--- config.mk ---
export PLATFORM = sky130hd
export DESIGN_NAME = read_8bit_serial
export DESIGN_NICKNAME = d
export VERILOG_FILES = /design/src/rtl/voltmeter_pkg.sv /design/src/rtl/sclk_tick_gen.sv /design/src/rtl/read_8bit_serial.sv
export SDC_FILE = /design/constraint.sdc
export NUM_CORES = 1
export LEC_CHECK = 0
export CORE_ASPECT_RATIO = 1.2
export CORE_MARGIN = 10
export CORE_UTILIZATION = 45
export CTS_CLUSTER_SIZE = 20
export DETAILED_ROUTE_END_ITERATION = 16
export PLACE_DENSITY = 0.66
export RECOVER_POWER = 25
export SLEW_MARGIN = 10
export SYNTH_ARGS = -nofsm -noshare
export SYNTH_HDL_FRONTEND = slang
export SYNTH_HIERARCHICAL = 1
export SYNTH_SLANG_ARGS = --single-unit
--- constraint.sdc ---
create_clock -name clk -period 3.5 [get_ports clk]
set_input_delay 0.525 -clock clk [delete_from_list [all_inputs] [get_ports clk]]
set_output_delay 0.525 -clock clk [all_outputs]
set_load 0.01 [all_outputs]
--- src/rtl/voltmeter_pkg.sv ---
// Shared definitions for the voltmeter ADC serial link: reader FSM states and default word width.
package voltmeter_pkg;

    localparam int unsigned AdcWidth = 8;

    typedef enum logic [2:0] {
        StIdle,
        StSetup,
        StShift,
        StDone,
        StGap
    } rd_state_e;

endpackage

--- src/rtl/sclk_tick_gen.sv ---
// Half-period timer for the serial clock: one-cycle tick every HALF_DIV enabled cycles.
module sclk_tick_gen #(
    parameter int unsigned HALF_DIV = 2
) (
    input  logic clk,
    input  logic rst_n,
    input  logic en_i,
    output logic tick_o
);

    localparam int unsigned CntW = (HALF_DIV > 1) ? $clog2(HALF_DIV) : 1;
    localparam logic [CntW-1:0] CntMax = CntW'(HALF_DIV - 1);

    logic [CntW-1:0] cnt_q, cnt_d;

    always_comb begin
        tick_o = en_i && (cnt_q == CntMax);
        cnt_d  = cnt_q;
        if (!en_i || tick_o) begin
            cnt_d = '0;
        end else begin
            cnt_d = cnt_q + 1'b1;
        end
    end

    always_ff @(posedge clk or negedge rst_n) begin
        if (!rst_n) begin
            cnt_q <= '0;
        end else begin
            cnt_q <= cnt_d;
        end
    end

endmodule

--- src/rtl/read_8bit_serial.sv ---
// Serial-word reader: drives csn/sclk and shifts in WIDTH bits MSB-first, then strobes data_valid.
// Define READ_CONT_EN for free-running conversions (start ignored, GAP loops back to SETUP).
module read_8bit_serial
    import voltmeter_pkg::*;
#(
    parameter int unsigned WIDTH    = AdcWidth,
    parameter int unsigned HALF_DIV = 2,
    parameter int unsigned GAP_CYC  = 4
) (
    input  logic             clk,
    input  logic             rst_n,
    input  logic             start,
    input  logic             sdata_in,
    output logic             csn,
    output logic             sclk,
    output logic [WIDTH-1:0] data_out,
    output logic             data_valid,
    output logic             busy
);

    localparam int unsigned BitW = $clog2(WIDTH + 1);
    localparam int unsigned GapW = (GAP_CYC > 1) ? $clog2(GAP_CYC) : 1;

`ifdef READ_CONT_EN
    localparam bit ContMode = 1'b1;
`else
    localparam bit ContMode = 1'b0;
`endif

    rd_state_e        state_q;
    logic             csn_q;
    logic             sclk_q;
    logic [WIDTH-1:0] data_q;
    logic             valid_q;
    logic             busy_q;
    logic [WIDTH-1:0] shreg_q;
    logic [BitW-1:0]  bit_cnt_q;
    logic [GapW-1:0]  gap_cnt_q;
    logic             tick;
    logic             tick_en;

    assign tick_en = (state_q == StSetup) || (state_q == StShift);

    sclk_tick_gen #(
        .HALF_DIV (HALF_DIV)
    ) u_tick (
        .clk    (clk),
        .rst_n  (rst_n),
        .en_i   (tick_en),
        .tick_o (tick)
    );

    always_ff @(posedge clk or negedge rst_n) begin
        if (!rst_n) begin
            state_q   <= StIdle;
            csn_q     <= 1'b1;
            sclk_q    <= 1'b0;
            data_q    <= '0;
            valid_q   <= 1'b0;
            busy_q    <= 1'b0;
            shreg_q   <= '0;
            bit_cnt_q <= '0;
            gap_cnt_q <= '0;
        end else begin
            valid_q <= 1'b0;
            unique case (state_q)
                StIdle: begin
                    csn_q  <= 1'b1;
                    sclk_q <= 1'b0;
                    if (ContMode || start) begin
                        state_q   <= StSetup;
                        csn_q     <= 1'b0;
                        busy_q    <= 1'b1;
                        bit_cnt_q <= '0;
                    end
                end
                StSetup: begin
                    // First rising sclk edge also captures bit WIDTH-1.
                    if (tick) begin
                        state_q <= StShift;
                        sclk_q  <= 1'b1;
                        shreg_q <= {shreg_q[WIDTH-2:0], sdata_in};
                    end
                end
                StShift: begin
                    if (tick) begin
                        if (sclk_q) begin
                            sclk_q    <= 1'b0;
                            bit_cnt_q <= bit_cnt_q + 1'b1;
                        end else if (bit_cnt_q == BitW'(WIDTH)) begin
                            state_q <= StDone;
                            csn_q   <= 1'b1;
                        end else begin
                            sclk_q  <= 1'b1;
                            shreg_q <= {shreg_q[WIDTH-2:0], sdata_in};
                        end
                    end
                end
                StDone: begin
                    data_q    <= shreg_q;
                    valid_q   <= 1'b1;
                    state_q   <= StGap;
                    gap_cnt_q <= '0;
                end
                StGap: begin
                    if (gap_cnt_q == GapW'(GAP_CYC - 1)) begin
                        if (ContMode) begin
                            state_q   <= StSetup;
                            csn_q     <= 1'b0;
                            bit_cnt_q <= '0;
                        end else begin
                            state_q <= StIdle;
                            busy_q  <= 1'b0;
                        end
                    end else begin
                        gap_cnt_q <= gap_cnt_q + 1'b1;
                    end
                end
                default: begin
                    state_q <= StIdle;
                end
            endcase
        end
    end

    assign csn        = csn_q;
    assign sclk       = sclk_q;
    assign data_out   = data_q;
    assign data_valid = valid_q;
    assign busy       = busy_q;

endmodule
; Word-level counts from Yosys, hierarchy flattened
; Index checks and enable logic that the tools add are counted.
[classes]
magnitude_cmp = 0
n_mul = 0
n_bitwise = 0
add_sub_neg = 3
n_mux = 33
eq_ne = 15
div = 0
n_reduce_logical = 17
n_shift = 0
[ops]
columns = operator, count
row1 = 2-to-1 mux 8 bit, 4
row2 = 2-to-1 mux 3 bit, 6
row3 = "!= test 2 bit, second input constant", 8
row4 = one-hot mux 8 bit (2 select lines), 1
row5 = one-hot mux 3 bit (5 select lines), 1
row6 = 2-to-1 mux 1 bit, 12
row7 = 2-to-1 mux 4 bit, 3
row8 = one-hot mux 4 bit (2 select lines), 1
row9 = AND reduction 4 bit, 2
row10 = nonzero test 2 bit, 4
row11 = "equality test 3 x 2 -> 1 bit, second input constant", 2
row12 = AND reduction 3 bit, 2
row13 = AND reduction 6 bit, 1
row14 = AND reduction 5 bit, 1
row15 = "adder 4 x 1 -> 4 bit, second input constant", 1
row16 = "equality test 4 bit, second input constant", 1
row17 = one-hot mux 1 bit (2 select lines), 2
row18 = one-hot mux 2 bit (2 select lines), 1
row19 = "equality test 3 x 1 -> 1 bit, second input constant", 1
row20 = "equality test 3 bit, second input constant", 1
row21 = logical NOT 3 bit, 1
row22 = one-hot mux 1 bit (3 select lines), 1
row23 = nonzero test 3 bit, 1
row24 = "adder 2 x 1 -> 2 bit, second input constant", 1
row25 = other kinds (8), 9
[totals]
mem_count = 0
ram_bits = 0
rom_bits = 0
regBits = 30
out_inout_bits = 12
latchBits = 0

; Logic depth before layout (Yosys ltp)
; Gate-level depths: netlist of the first run.
[depth]
word_depth = 5
depth_mapped = 7
ltp_nobuf = 7

; By module
; The synthesis of the first run kept the hierarchy.
[modules_own_cells]
columns = module, area_per_inst_um2, cells_per_inst, instances
row1 = read_8bit_serial, 1330.0, 135, 1
row2 = sclk_tick_gen, 41.3, 3, 1

; Worst setup path before layout of the first run
; Ideal clock, no wire load.
[synth_timing]
kind = reg2reg
from = register state_q[2]
to = register shreg_q[0]
arrival_ps = 1821
stages_incl_launch_ff = 6
setup_slack_ps = 1554
period_less_slack_ps = 1946
path_cell_list = dfrtp_1 clkbuf_1 nor2_1 and2_2 o32ai_2 mux2_2
[synth_via]
elab_chain_cells = 5
word_cells_on_any_way = 11
[synth_lines]
columns = element, line
row1 = start: declaration, read_8bit_serial.sv:30  ; rd_state_e state_q;
row2 = start signal: assignment, read_8bit_serial.sv:55  ; state_q <= StIdle;
row3 = start signal: assignment, read_8bit_serial.sv:71  ; state_q <= StSetup;
row4 = start signal: assignment, read_8bit_serial.sv:80  ; state_q <= StShift;
row5 = equality test 3 x 1 -> 1 bit / equality test 3 x 2 -> 1 bit (equally long branches), read_8bit_serial.sv:42  ; assign tick_en = (state_q == StSetup) || (state_q == StShift);
row6 = logical OR 1 bit (*), read_8bit_serial.sv:42
row7 = named net tick_en, read_8bit_serial.sv:40  ; logic tick_en;
row8 = logical AND 1 bit (*), sclk_tick_gen.sv:17  ; tick_o = en_i && (cnt_q == CntMax);
row9 = named net tick, read_8bit_serial.sv:39  ; logic tick;
row10 = != test 2 bit (no line), --
row11 = AND reduction 5 bit (no line) (*), --
row12 = end signal: assignment, read_8bit_serial.sv:82  ; shreg_q <= {shreg_q[WIDTH-2:0], sdata_in};
row13 = end signal: assignment, read_8bit_serial.sv:95  ; shreg_q <= {shreg_q[WIDTH-2:0], sdata_in};
row14 = end: declaration, read_8bit_serial.sv:36  ; logic [WIDTH-1:0] shreg_q;
; Mark *: on every way through the listed nets, which the timed path passes. The rest lies on a longest branch.
; A chain may end at the register's enable or synchronous reset.

; Worst setup path after layout of the first run
[layout_timing]
from = register state_q[1]
to = register shreg_q[2]
; The elaborated chain is that of the path after synthesis.

==> results of run 1 <==
flip-flops by register name, indices dropped and copies added (netlist names):
register / flops
gap_cnt_q: 2
busy: 1
u_tick/cnt_q: 1
shreg_q: 8
csn: 1
bit_cnt_q: 4
sclk: 1
state_q: 3
data_out: 8
data_valid: 1
cell type report:
| type | instances | area (um^2) | area share [%] |
|---|---|---|---|
| Clock buffer | 5 | 37.5 | 2.34 |
| Tap cell | 34 | 42.5 | 2.65 |
| Multi-Input combinational cell | 102 | 596 | 37.2 |
| Inverter | 3 | 11.3 | 0.703 |
| Timing Repair Buffer | 16 | 154 | 9.60 |
| Sequential cell | 30 | 752 | 46.9 |
| Clock inverter | 2 | 10.0 | 0.625 |
per-layer routing:
metal | share of wire [%] | vias to the layer above | global-route usage (%) | wire length (um)
met1 | 42 | 490 | 10.7 | 1150
met3 | 5.8 | 4 | 4.80 | 158
met2 | 51 | 15 | 18.4 | 1380
li1 | - | 502 | - | -
met5 | 0 | - | 0 | 0
met4 | 1.4 | 0 | 4.74 | 37
stage by stage:
| step | total power, mW | setup slack [ps] | util [%] |
|---|---|---|---|
| after global placement | 1.20 | 1270 | 54.4 |
| after global routing | 1.54 | 967 | 56.0 |
| after detailed placement | 1.23 | 1170 | 54.4 |
| final | 1.40 | 1200 | 56.0 |
| after floorplan | 1.02 | 1550 | - |
| after CTS | 1.43 | 1170 | 56.1 |
cell families (layout without fill, tap and decap cells):
| kind of cell | after synthesis | count (layout) | synth area share (%) |
|---|---|---|---|
| adder cells (fa/ha/maj) | 3 | 3 | 2.74 |
| XOR/XNOR | 1 | 1 | 0.639 |
| AND/OR/NAND/NOR | 67 | 67 | 23.8 |
| buffers and inverters | 6 | 26 | 1.73 |
| AO/OA/AOI/OAI | 23 | 23 | 9.67 |
| flip-flops | 30 | 30 | 54.8 |
| multiplexers | 8 | 8 | 6.57 |
power by group:
group	switching [mW]	internal (mW)	total, mW
clock network	0.117	0.0720	0.189
logic	0.281	0.316	0.597
registers	0.129	0.489	0.618
total	0.526	0.877	1.40
cells in the final DEF, fill, tap and decap left out, types with 2 or more instances in the layout:
cell type / count
nand2_1: 32
dfrtp_1: 29
clkdlybuf4s50_1: 14
nor2_1: 11
o21ai_0: 10
a21oi_1: 9
mux2_2: 8
nor2b_1: 6
nand2b_1: 5
clkbuf_4: 5
ha_1: 3
inv_1: 2
nand3b_1: 2
and3_1: 2
clkinv_2: 2
critical path, cell delays in order (launching register included):
cell     delay (ps)
dfrtp_1         530
xnor2_1         290
nor2_1           80
and2_2          260
o32ai_2         620
mux2_2          410
how the worst min path moves through the flow:
stage / from / to / slack [ps] / depth (start not counted)
floorplan: rst_n / bit_cnt_q[0] / 230 / 0
global placement: data_out[5] / data_out[5] / 460 / 2
detailed placement: shreg_q[7] / data_out[7] / 460 / 2
CTS: shreg_q[7] / data_out[7] / 480 / 2
global route: bit_cnt_q[2] / bit_cnt_q[2] / 520 / 1
finish: shreg_q[7] / data_out[7] / 470 / 2
==> metrics, run 1 <==
RSZ-0062 raised after global routing false; Vias/cell around 5.3; worst r2r path cells 5; top post-synthesis cells by count nand2_1 (32), dfrtp_1 (29), nor2_1 (11), o21ai_0 (10), a21oi_1 (9); flop-to-flop setup slack 1200 ps; mapped cell area 1370 um^2; top cells by area, synth dfrtp_1 (53%), nand2_1 (8.8%), mux2_2 (6.6%); most common cell in the netlist nand2_1; total CTS buffers 5; critical path class flop to flop; Post-Place Cells 185; sequential fraction of the synthesis area between 50% and 60%; pwr/cell area 876 nW/um^2; GRT Overall Usage 10.6%; TNS Setup 0 ps; Iter 0 DRT Violations 42; remaining antenna violation count 0; DR vias about 1k; Peak VDD IR 0.540 mV; worst-margin pin slew 1600 ps; Fill cells 270; skew final 3.75 ps; wire length per cell 14.2 um; Slew headroom -6.68%; total gr overflow 0; Slew Viols, Final 31; layout cells sized above 1 12.7%; Core Footprint roughly 2900 um^2; startpoint types flop; Sink Count 30; CTS clk-pin slew, worst paths around 90 ps; Critical Path Start state_q[1]; Yosys cell types 30; CP arrival 2510 ps; H-tree levels 2; port bufs 15; die width 70.4 um; worst skew pair latency ~320 ps; clock tree root buffer cell clkbuf_4; Post-synth EDFFs 0; # diodes 0; register bit total from synthesis 30; MaxCap Viol Count 1; Area after DPL 1560 um^2; Rows 21; CTS Hold Bufs 0; status complete, but fails checks; Final Hold Viols 0; crit end category flop; Post-Syn Area per Cell 9.94 um^2; clk buf depth 2; Yosys warning total 6; Synth Instances 138; initial antenna violation count 0; largest net degree at the start of global routing 31; syn_nets 145; post-CTS resize count 0; RePlAce Congestion 0.819; Tmin final approximately 2300 ps; TritonCTS clock tree yes; reg2reg start state_q[1]; Worst Setup EP shreg_q[2]; reg2reg end shreg_q[2]; Crit Path Max Fanout 15; Setup violations, final 0; failing checks capacitance limit, slew limit; P_leak 0.732 nW; Die Y 80.5 um; Finished Cell Area 1600 um^2; Residual DRC 0; worst hold slack 468 ps; first-pass GRT wire length 4.89 mm; Post-DP HPWL 1.92 mm; Peak Freq 436 MHz; top_reg_cell synth dfrtp_1; total die area 5660 um^2; cell taking the most area after synthesis dfrtp_1; final WL 2.73 mm; vias in the first global route 1,076; Final Cycle Share about 66%; fin cells 192; Critical Path RT 3720 ps; Post-synth ARST share 100%; net count reported at finish roughly 170; Initial Utilization 47.9%; I/O pins 16; Hold WC Path Type flop to flop; postcts setup bufs 0; Initial DRT Pass Iterations 4; post-synth top area share 52.9%; Layout area overhead 16.9%
Power figures use the tool's default switching activity.
==> run 2: changes to the inputs <==
Clock period 3.5 ns to 2.2 ns, I/O delays scaled along.
==> metrics, run 2 (synthesis results as in run 1) <==
worst-margin pin slew 1580 ps (was 1600 ps); pwr/cell area 1420 nW/um^2 (was 876 nW/um^2); critical path class flop to flop (unchanged); I/O pins 16 (unchanged); Post-DP HPWL 1.95 mm (was 1.92 mm); DR vias 1,014 (was 1,011); Iter 0 DRT Violations 89 (was 42); min-delay src shreg_q[7] (unchanged); total die area 5660 um^2 (unchanged); Die Y 80.5 um (unchanged); worst r2r path cells 7 (was 5); clock tree root buffer cell clkbuf_4 (unchanged); worst skew pair latency 330 ps (was 320 ps); Hold WC Path Type flop to flop (unchanged); final WL 2.64 mm (was 2.73 mm); Setup WS pre-CTS 297 ps (was 1170 ps); reg2reg end bit_cnt_q[3] (was shreg_q[2]); startpoint types flop (unchanged); Final Cycle Share 87.1% (was 65.6%); failing checks capacitance limit, slew limit (unchanged); most common cell after layout, fill and taps aside nand2_1 (unchanged); status complete, but fails checks (unchanged); largest net degree at the start of global routing 31 (unchanged); CP arrival 2160 ps (was 2510 ps); Peak Freq 522 MHz (was 436 MHz); Crit Path Max Fanout 8 (was 15); post-CTS resize count 0 (unchanged); GRT Overall Usage 9.86% (was 10.6%); WHS Path Cells 2 (unchanged); Layout area overhead 20.0% (was 16.9%); remaining antenna violation count 0 (unchanged); Slew headroom -5.10% (was -6.68%); Residual DRC 0 (unchanged); TNS Setup 0 ps (unchanged); RePlAce Congestion 0.753 (was 0.819); CTS Hold Bufs 0 (unchanged); vias in the first global route 1,018 (was 1,076); flop-to-flop setup slack 280 ps (was 1200 ps); crit-path cells xnor2_1 -> nor2_1 -> and2_2 -> and3_1 -> o21ai_0 -> o21ai_0 -> o21ai_0 (was xnor2_1 -> nor2_1 -> and2_2 -> o32ai_2 -> mux2_2); Initial DRT Pass Iterations 4 (unchanged); total CTS buffers 5 (unchanged); first-pass GRT wire length 4.50 mm (was 4.89 mm); Critical Path RT 2440 ps (was 3720 ps); Initial Utilization 47.9% (unchanged); Peak VDD IR 0.805 mV (was 0.540 mV); CP max stage delay 400 ps (was 620 ps); CP dominant cell by count o21ai_0; Slew Viols, Final 31 (unchanged); Fill cells 256 (was 270); net count reported at finish 169 (was 165); crit end category flop (unchanged); Final WS setup 284 ps (was 1200 ps); Vias/cell 5.15 (was 5.27); RSZ-0062 raised after global routing false (unchanged); # diodes 0 (unchanged); worst hold slack 475 ps (was 468 ps); layout cells sized above 1 14.7% (was 12.7%); Tmin final 1920 ps (was 2300 ps); CTS clk-pin slew, worst paths 100 ps (was 90 ps); postcts setup bufs 0 (unchanged); P_leak 0.756 nW (was 0.732 nW); die width 70.4 um (unchanged); H-tree levels 2 (unchanged); Sink Count 30 (unchanged); post-layout util 57.4% (was 56.0%); MaxCap Viol Count 1 (unchanged); commonest non-fill, non-tap cells in the layout nand2_1 (32), dfrtp_1 (29), clkdlybuf4s50_1 (14), nor2_1 (11), o21ai_0 (10) (unchanged); total gr overflow 0 (unchanged); initial antenna violation count 0 (unchanged); Final Hold Viols 0 (unchanged); Buf+Inv Stages, Crit Path 0 (unchanged); Worst Hold End data_out[7] (unchanged); clk buf depth 2 (unchanged); Setup violations, final 0 (unchanged); TritonCTS clock tree yes (unchanged); reg2reg start state_q[1] (unchanged); skew final 5.27 ps (was 3.75 ps); Rows 21 (unchanged); port bufs 15 (unchanged); CP top delay family compound AO/OA/AOI/OAI gates (unchanged); Core Footprint 2860 um^2 (unchanged); Max stage delay cell, worst path dfrtp_1 (was o32ai_2); wire length per cell 13.4 um (was 14.2 um)
==> run 2: how the worst max path moves through the flow <==
| stage | start | endpoint | slack [ps] | cells after the start |
|---|---|---|---|---|
| floorplan | state_q[2] | shreg_q[0] | 250 | 5 |
| global placement | state_q[0] | shreg_q[0] | 330 | 6 |
| detailed placement | state_q[1] | shreg_q[6] | 300 | 6 |
| CTS | state_q[1] | shreg_q[6] | 270 | 6 |
| global route | state_q[1] | bit_cnt_q[2] | 40 | 7 |
| finish | state_q[1] | bit_cnt_q[3] | 280 | 7 |
==> run 2: layout make-up <==
| class | count | area, um^2 | share of cell area [%] |
|---|---|---|---|
| Clock buffer | 7 | 55.1 | 3.35 |
| Sequential cell | 30 | 752 | 45.7 |
| Tap cell | 34 | 42.5 | 2.59 |
| Timing Repair Buffer | 20 | 184 | 11.2 |
| Inverter | 3 | 11.3 | 0.684 |
| Clock inverter | 1 | 5.00 | 0.304 |
| Multi-Input combinational cell | 102 | 596 | 36.2 |
==> run 2: power breakdown <==
part	total, mW	switching, mW	leakage, nW	internal (mW)
clock	0.342	0.188	0.0353	0.155
sequential	0.933	0.154	0.375	0.779
combinational	1.06	0.506	0.346	0.556
==> run 2: through the flow <==
stage / area, um^2 / total power [mW] / cells
global placement: 1590 / 1.98 / 189
floorplan: 1370 / 1.62 / 138
finish: 1650 / 2.34 / 197
CTS: 1650 / 2.38 / 197
detailed placement: 1590 / 2.03 / 189
global route: 1650 / 2.54 / 197
==> run 2: tightest hold or removal path: stages (launching register included) <==
cell and delay (ps):
dfrtp_1 350, nand2_1 50, nand2_1 50
==> run 2: per-layer routing <==
metal  share of wire, %  GRT usage, %
met5                  0             0
met3                5.6          5.17
met2                 49          16.6
met1                 44          10.0
met4                1.7          4.15
